### config.mk
export PLATFORM = sky130hd
export DESIGN_NAME = irq_source_conditioner
export DESIGN_NICKNAME = d
export VERILOG_FILES = /design/src/rtl/irq_source_conditioner.sv
export SDC_FILE = /design/constraint.sdc
export NUM_CORES = 1
export LEC_CHECK = 0
export CAP_MARGIN = 20
export CORE_MARGIN = 5
export CORE_UTILIZATION = 52
export CTS_CLUSTER_SIZE = 24
export DETAILED_ROUTE_END_ITERATION = 8
export HOLD_SLACK_MARGIN = 0.12
export PLACE_DENSITY = 0.78
export SETUP_SLACK_MARGIN = 0.5
export SKIP_LAST_GASP = 1
export SYNTH_ARGS = -nofsm -noshare
export SYNTH_HDL_FRONTEND = slang
export SYNTH_SLANG_ARGS = --single-unit
### constraint.sdc
create_clock -name clk_i -period 1.43 [get_ports clk_i]
set_input_delay 0.286 -clock clk_i [delete_from_list [all_inputs] [get_ports clk_i]]
set_output_delay 0.286 -clock clk_i [all_outputs]
set_load 0.02 [all_outputs]
### src/rtl/irq_source_conditioner.sv
`default_nettype none
// ============================================================================
//  Module   : irq_source_conditioner
//  Purpose  : Conditions raw, asynchronous, possibly glitchy interrupt lines
//             for the PLIC interrupts_i vector. Per line: polarity
//             normalisation, multi-flop synchronisation into clk_i, and a
//             stability filter. Output is a registered active-high level,
//             gated by a per-line mask. Line 0 is reserved and held at 0.
//  Options  : IRQ_SYNC_3FF_EN - adds a third synchroniser stage (+1 edge
//             latency on every path).
//  Revision : 1.0 - initial release
// ============================================================================
module irq_source_conditioner #(
    parameter int                  NUM_IRQS      = 32,
    parameter logic [NUM_IRQS-1:0] ACTIVE_LOW    = '0,
    parameter int                  FILTER_CYCLES = 4
) (
    input  logic                clk_i,
    input  logic                rst_i,
    input  logic [NUM_IRQS-1:0] irq_raw_i,
    input  logic [NUM_IRQS-1:0] irq_mask_i,
    output logic [NUM_IRQS-1:0] irq_o,
    output logic [NUM_IRQS-1:0] irq_change_o
);

    // Line 0 is reserved by the PLIC; every other line is live.
    localparam logic [NUM_IRQS-1:0] c_LINE_EN = {{(NUM_IRQS-1){1'b1}}, 1'b0};

    logic [NUM_IRQS-1:0] r_sync1;
    logic [NUM_IRQS-1:0] r_sync2;
    logic [NUM_IRQS-1:0] w_filt_src;
    logic [NUM_IRQS-1:0] w_filt_d;
    logic [NUM_IRQS-1:0] r_filt;
    logic [NUM_IRQS-1:0] r_change;

`ifdef IRQ_SYNC_3FF_EN
    logic [NUM_IRQS-1:0] r_sync3;

    // Synchroniser chain, three stages; polarity is fixed before the first flop.
    always_ff @(posedge clk_i) begin
        if (rst_i) begin
            r_sync1 <= '0;
            r_sync2 <= '0;
            r_sync3 <= '0;
        end else begin
            r_sync1 <= irq_raw_i ^ ACTIVE_LOW;
            r_sync2 <= r_sync1;
            r_sync3 <= r_sync2;
        end
    end

    assign w_filt_src = r_sync3;
`else
    // Synchroniser chain, two stages; polarity is fixed before the first flop.
    always_ff @(posedge clk_i) begin
        if (rst_i) begin
            r_sync1 <= '0;
            r_sync2 <= '0;
        end else begin
            r_sync1 <= irq_raw_i ^ ACTIVE_LOW;
            r_sync2 <= r_sync1;
        end
    end

    assign w_filt_src = r_sync2;
`endif

    genvar gi;
    generate
        for (gi = 0; gi < NUM_IRQS; gi = gi + 1) begin : g_line
            if (FILTER_CYCLES == 0) begin : g_nofilt
                // No stability requirement: the filter simply follows the synchroniser.
                assign w_filt_d[gi] = w_filt_src[gi];
            end else begin : g_filt
                localparam int CNT_W = (FILTER_CYCLES < 2) ? 1 : $clog2(FILTER_CYCLES + 1);
                localparam logic [CNT_W-1:0] c_CNT_LAST = CNT_W'(FILTER_CYCLES - 1);

                logic [CNT_W-1:0] r_cnt;
                logic [CNT_W-1:0] w_cnt_d;
                logic             w_filt_bit;

                // Count consecutive cycles the input differs from the filtered value;
                // any return to the filtered value restarts the count from zero.
                always_comb begin
                    w_filt_bit = r_filt[gi];
                    w_cnt_d    = r_cnt;
                    if (w_filt_src[gi] == r_filt[gi]) begin
                        w_cnt_d = '0;
                    end else if (r_cnt == c_CNT_LAST) begin
                        w_filt_bit = w_filt_src[gi];
                        w_cnt_d    = '0;
                    end else begin
                        w_cnt_d = r_cnt + CNT_W'(1);
                    end
                end

                // Stability counter register.
                always_ff @(posedge clk_i) begin
                    if (rst_i) begin
                        r_cnt <= '0;
                    end else begin
                        r_cnt <= w_cnt_d;
                    end
                end

                assign w_filt_d[gi] = w_filt_bit;
            end
        end
    endgenerate

    // Filtered level and its one-cycle change strobe, aligned with each other.
    always_ff @(posedge clk_i) begin
        if (rst_i) begin
            r_filt   <= '0;
            r_change <= '0;
        end else begin
            r_filt   <= w_filt_d;
            r_change <= (w_filt_d ^ r_filt) & c_LINE_EN;
        end
    end

    // Mask is applied after the register so unmasking a held line takes effect at once.
    assign irq_o        = r_filt & irq_mask_i & c_LINE_EN;
    assign irq_change_o = r_change;

endmodule
`default_nettype wire

==> results of run 1 <==
-- timing repair --
action                                  4_1_cts  5_1_grt
setup buffers                                53       12
endpoints found under the setup margin      206      217
pin swaps                                    70       40
resized for setup                           580      112
-- final timing paths --
check | startpoint | to | slack, ns
setup / recovery | r_filt[22] | irq_o[22] | 0.03
hold / removal | rst_i | r_filt[25] | 0.16
hold reg to reg | r_sync1[2] | r_sync2[2] | 0.44
setup reg to reg | r_filt[22] | g_line[22].g_filt.r_cnt[1] | 0.16
-- cells in the mapped netlist --
master	count	share of area, %
dfxtp_1	217	57
clkbuf_1	5	0.24
nor3b_1	31	3.0
nor2b_1	62	5.1
nor4b_2	10	2.0
ha_1	62	10
mux2i_1	31	4.0
nor4b_1	21	2.4
buf_6	8	1.2
xnor2_1	31	3.5
conb_1	1	0.049
buf_4	2	0.20
nor4_1	59	4.8
inv_1	31	1.5
and2_1	31	2.5
nor4_2	3	0.49
buf_2	11	0.72
nor2_1	31	1.5
-- cell type report --
type                       count  area [um2]
clock buffer                  30         612
tap                          184         230
timing repair buffer         202        2030
fill                         508        1410
sequential                   217        4510
clock inverter                 7        85.1
inverter                      31         116
multi-input combinational    374        5480
-- per-stage QoR --
step                util, %  instance area, um2  hold slack, ns  setup WS, ns
floorplan                 -                8660           0.414         0.456
global placement       69.6               10100           0.417        -0.416
detailed placement     69.6               10100           0.420        -0.414
CTS                    84.1               12200           0.142        0.0413
global route           90.2               13100           0.164      -0.00244
finish                 90.2               13100           0.164        0.0342
-- state kept, by name, indices dropped and copies added (netlist names) --
signal               cells
g_line.g_filt.r_cnt     93
irq_change_o            31
r_filt                  31
r_sync1                 31
r_sync2                 31
-- power by group --
part           internal [mW]  switching (mW)  leakage (nW)
clock                   3.34            2.28         0.346
combinational          0.385           0.328          2.22
sequential              6.15          0.0967          1.83
total                   9.88            2.71          4.39
-- worst max-delay path: cells and delay by family (launching register included) --
family,cells,cell delay [ns]
buf+inv,1,0.12
flops,1,0.36
simple gates,1,0.14
-- cell families after synthesis --
family | Yosys count | share of synthesized area, %
fa+ha+maj | 62 | 10.1
simple gates | 248 | 21.8
buf+inv | 57 | 3.85
xor+xnor | 31 | 3.54
mux | 31 | 4.04
other cells | 1 | 0.0489
flops | 217 | 56.6
-- per-layer routing --
layer | wire length [um] | share of wire, %
met1 | 7450 | 38
met5 | 0 | 0
met2 | 11000 | 56
met3 | 864 | 4.4
met4 | 278 | 1.4
==> metrics, run 1 <==
status=finished clean; Routed Antenna Nets=0; GRT busiest layer=met2; WS Path Type=register to output port; met1 usage=between 20% and 30%; flops & latches, synth=approximately 220; largest net degree at the start of global routing=43; Final min period=roughly 1.4 ns; I/O pins=130; DP HPWL=~9400 um; met3 Track Usage GR=under 10%; CTS Buffer Depth=3; Ys Warns=0; setup_tns=0 ns; commonest non-fill, non-tap cell in the layout=dfxtp_2; number of core rows=44; worst vdd ir=around 0.0011 V; CTS Root Cell=clkbuf_16; Post-Synthesis Cells=between 600 and 700; total CTS buffers=22; Worst Hold Class=primary input to register; Inst Count DP=approximately 940; via count=5498; max-slew violation count=0; CTS tree=built; worst r2r path cells=6; number of antenna diodes=0; vias per inst=5.26; first-pass GRT wire length=27700 um; Rel. slew slack=between 60% and 70%; Mean Syn Cell Area=~12 um2; Mapped Area=7670 um2; Achievable Freq=between 0.7 and 0.8 GHz; Setup crit start kind=register; die extent in y=roughly 130 um; crit-path max FO=2; Final setup violation count=0; fin crit share=between 90% and 100%; Syn-to-layout area delta=70.3%; DRT iter0 DRCs=about 200; Initial Utilization=53.0%; PortBufs=125; Worst Setup End Kind=output port; GRT met2 Usage=between 30% and 40%; Post-Layout Cell Count=between 1000 and 1500; Nets=roughly 980; DRT Pass-1 Iters=4; Overall Global Routing Usage=18.6%; DIE AREA=approximately 17000 um2; synth unique cells=18; post-synthesis sequential area ratio=between 50 and 60%; antenna violations before repair=0; Max-Cap Viols=0; ratio of cells with drive above 1 in the final layout=62.5%; H-tree Lvls=1; hold buffers post-CTS=0; PwrDens=just under 1000 nW/um2; GRT overflow=0; Setup Skew=0.0112 ns; Routability Congestion=~0.71; drt total wl=~20000 um; Worst Tran Pin Value=roughly 0.58 ns; vias in the first global route=between 5000 and 6000; drt drc=0; WHS Path Cells=2; Leak=4.39 nW; CP cell instances=and2_4 > buf_6; clock transition at the registers of the reported paths=approximately 0.060 ns; slowest cell on the critical path=dfxtp_4; RSZ-0062 raised after global routing=yes; Final Hold Fails=0; drt wl/cell=18.8 um; Clock Sinks=217; Core Region=about 14000 um2; CP Data Arrival Time=around 1.1 ns; worst-skew pair later-pin latency=roughly 0.49 ns; Die Wd=~130 um; Total Power=approximately 13 mW; critical path's largest stage delay=about 0.36 ns; Crit path required time=1.14 ns; commonest cells after routing, fill and taps aside=dfxtp_2, dfxtp_1, buf_6
No activity file was read; power rests on OpenSTA's default activity.
==> run 2: changes to the inputs <==
Settings changed: ABC_AREA set to 1, CORE_UTILIZATION 52 to 53, PLACE_DENSITY 0.78 to 0.79.
==> run 2 against run 1 <==
Effect of this change: clock-buffer cell count stayed put; combinational power fell by 22%; core utilization is 8.8 points lower; synthesized cell count rose by 47%; first-iteration DRC count increased by 51%.
==> metrics, run 2 <==
status=finished clean; final instance area=12300 um2 (-5.9%); R2R Path Start=g_line[10].g_filt.r_cnt[0]; H-tree Lvls=1 (unchanged); Clock Sinks=217 (unchanged); Final Util=81.5% (-8.8 points); Initial Utilization=53.4% (+0.46 points); crit-path max FO=2 (unchanged); drt total wl=18500 um (-5.5%); Final Hold Fails=0 (unchanged); Overall Global Routing Usage=18.2% (-0.31 points); worst-skew pair later-pin latency=0.49 ns (about the same); Mapped Area=8070 um2 (+5.1%); PwrDens=1050 nW/um2 (+9.4%); cell with the most instances after synthesis=inv_1; post-placement setup slack=-0.349 ns (+0.0652 ns); Ys Warns=0 (unchanged); Area after DPL=10100 um2 (+0.16%); Worst Setup End Kind=output port; RSZ-0062 raised after global routing=yes; WHS Path Cells=3 (+1); Max-Cap Viols=0 (unchanged); top post-synthesis cells by area=dfxtp_1, inv_1, ha_1; WS Path Type=register to output port; Die Wd=133 um (+1.4%); fin crit share=94.9% (-2.7 points); commonest non-fill, non-tap cell in the layout=inv_1; CTS Root Cell=clkbuf_16; ratio of cells with drive above 1 in the final layout=44.9% (-18 points); hold buffers post-CTS=0 (unchanged); hold_sp=irq_raw_i[24]; commonest cells after routing, fill and taps aside=inv_1, nor2_1, dfxtp_2; worst r2r path cells=5 (-1); Post-synth EDFFs=0 (unchanged); vias in the first global route=6209 (+5.0%); max FFs per register=93 (unchanged); largest net degree at the start of global routing=37 (-14%); Mean Syn Cell Area=8.48 um2 (-28%); final worst slack=0.0723 ns (+0.0381 ns); via count=6445 (+17%); number of antenna diodes=0 (unchanged); drt wl/cell=13.6 um (-27%); Syn-to-layout area delta=52.4%; first-pass GRT wire length=27600 um (-0.32%); CTS tree=built; Post-Synthesis Cells=951 (+47%); total CTS buffers=22 (unchanged); synth unique cells=19 (+1); Routed Antenna Nets=0 (unchanged); setup_tns=0 ns (unchanged); antenna violations before repair=0 (unchanged); PortBufs=125 (unchanged); DRT iter0 DRCs=300 (+51%); asr flop ratio synth=0% (unchanged); Leak=5.13 nW (+17%); clock transition at the registers of the reported paths=0.06 ns (about the same); DP HPWL=9850 um (+5.2%); Core Region=15100 um2 (+4.2%); worst vdd ir=0.000858 V (-20%); CP Data Arrival Time=1.07 ns (-0.04 ns); commonest cells in the netlist=inv_1, dfxtp_1, nor2_1; flops & latches, synth=217 (unchanged); Inst Count DP=1258 (+33%); Yosys top cell area share=53.9% (-2.8 points); Post-Layout Cell Count=1360 (+30%); Total Power=13.0 mW (+2.9%); Achievable Freq=0.737 GHz (+2.8%); vias per inst=4.74 (-9.9%); Nets=1284 (+32%); WHS=0.309 ns (+0.145 ns); die extent in y=133 um (+1.4%); Setup Skew=0.00926 ns (-0.00197 ns); DRT Pass-1 Iters=4 (unchanged); Final setup violation count=0 (unchanged); Worst Hold Class=primary input to register; number of core rows=45 (+2.3%); post-synthesis sequential area ratio=53.9% (-2.8 points); Crit path required time=1.14 ns (about the same); DIE AREA=17800 um2 (+2.9%); CTS Buffer Depth=3 (unchanged); max-slew violation count=0 (unchanged); ys flop type=dfxtp_1; I/O pins=130 (unchanged); drt drc=0 (unchanged); Setup crit start kind=register; Critical Path Start=r_filt[29]; Yosys top cell by area=dfxtp_1; Top reg by flops=g_line.g_filt.r_cnt; GRT overflow=0 (unchanged); Final min period=1.36 ns (-0.0381 ns); Routability Congestion=0.737 (+4.0%)
[run 2: layout make-up]
class                      count  area (um2)
clock inverter                10         154
inverter                     249         965
fill                         818        2800
clock buffer                  30         642
sequential                   217        4500
multi-input combinational    467        3800
tap                          188         235
timing repair buffer         199        1990
[run 2: cell families (layout without fill, tap and decap cells)]
group	after synthesis	after routing	synth area share [%]
buf+inv	268	488	13.3
other cells	1	2	0.0465
flops	217	217	53.9
simple gates	341	341	19.4
fa+ha+maj	62	62	9.62
compound gates	62	62	3.85
[run 2: final timing paths]
| path | slack, ns | to |
|---|---|---|
| setup / recovery | 0.07 | irq_o[29] |
| hold / removal | 0.31 | r_sync1[24] |
| setup reg to reg | 0.30 | g_line[10].g_filt.r_cnt[0] |
| hold reg to reg | 0.40 | r_sync2[14] |
[run 2: what timing repair did]
| item | 4_1_cts | 5_1_grt |
|---|---|---|
| buffers inserted | 39 | 23 |
| resized for setup | 542 | 146 |
| pin swaps | 117 | 30 |
| endpoints found under the setup margin | 187 | 201 |
[run 2: routing by layer]
| layer | wire length, um | vias to the layer above | global-route usage [%] | share of wire, % |
|---|---|---|---|---|
| met2 | 10100 | 159 | 34.4 | 54 |
| met3 | 889 | 43 | 3.70 | 4.8 |
| li1 | - | 3258 | - | - |
| met5 | 0 | - | 0 | 0 |
| met4 | 532 | 0 | 5.49 | 2.9 |
| met1 | 7010 | 2985 | 20.7 | 38 |
[run 2: worst max-delay path, stage by stage, from the launching register on]
cell,delay [ns]
dfxtp_2,0.36
nand2_2,0.06
inv_2,0.06
buf_6,0.10
[run 2: where the power goes]
group	total (mW)	internal, mW	leakage [nW]	switching (mW)
clock network	6.18	3.87	0.396	2.31
logic	0.558	0.276	2.91	0.282
registers	6.21	6.15	1.82	0.0610
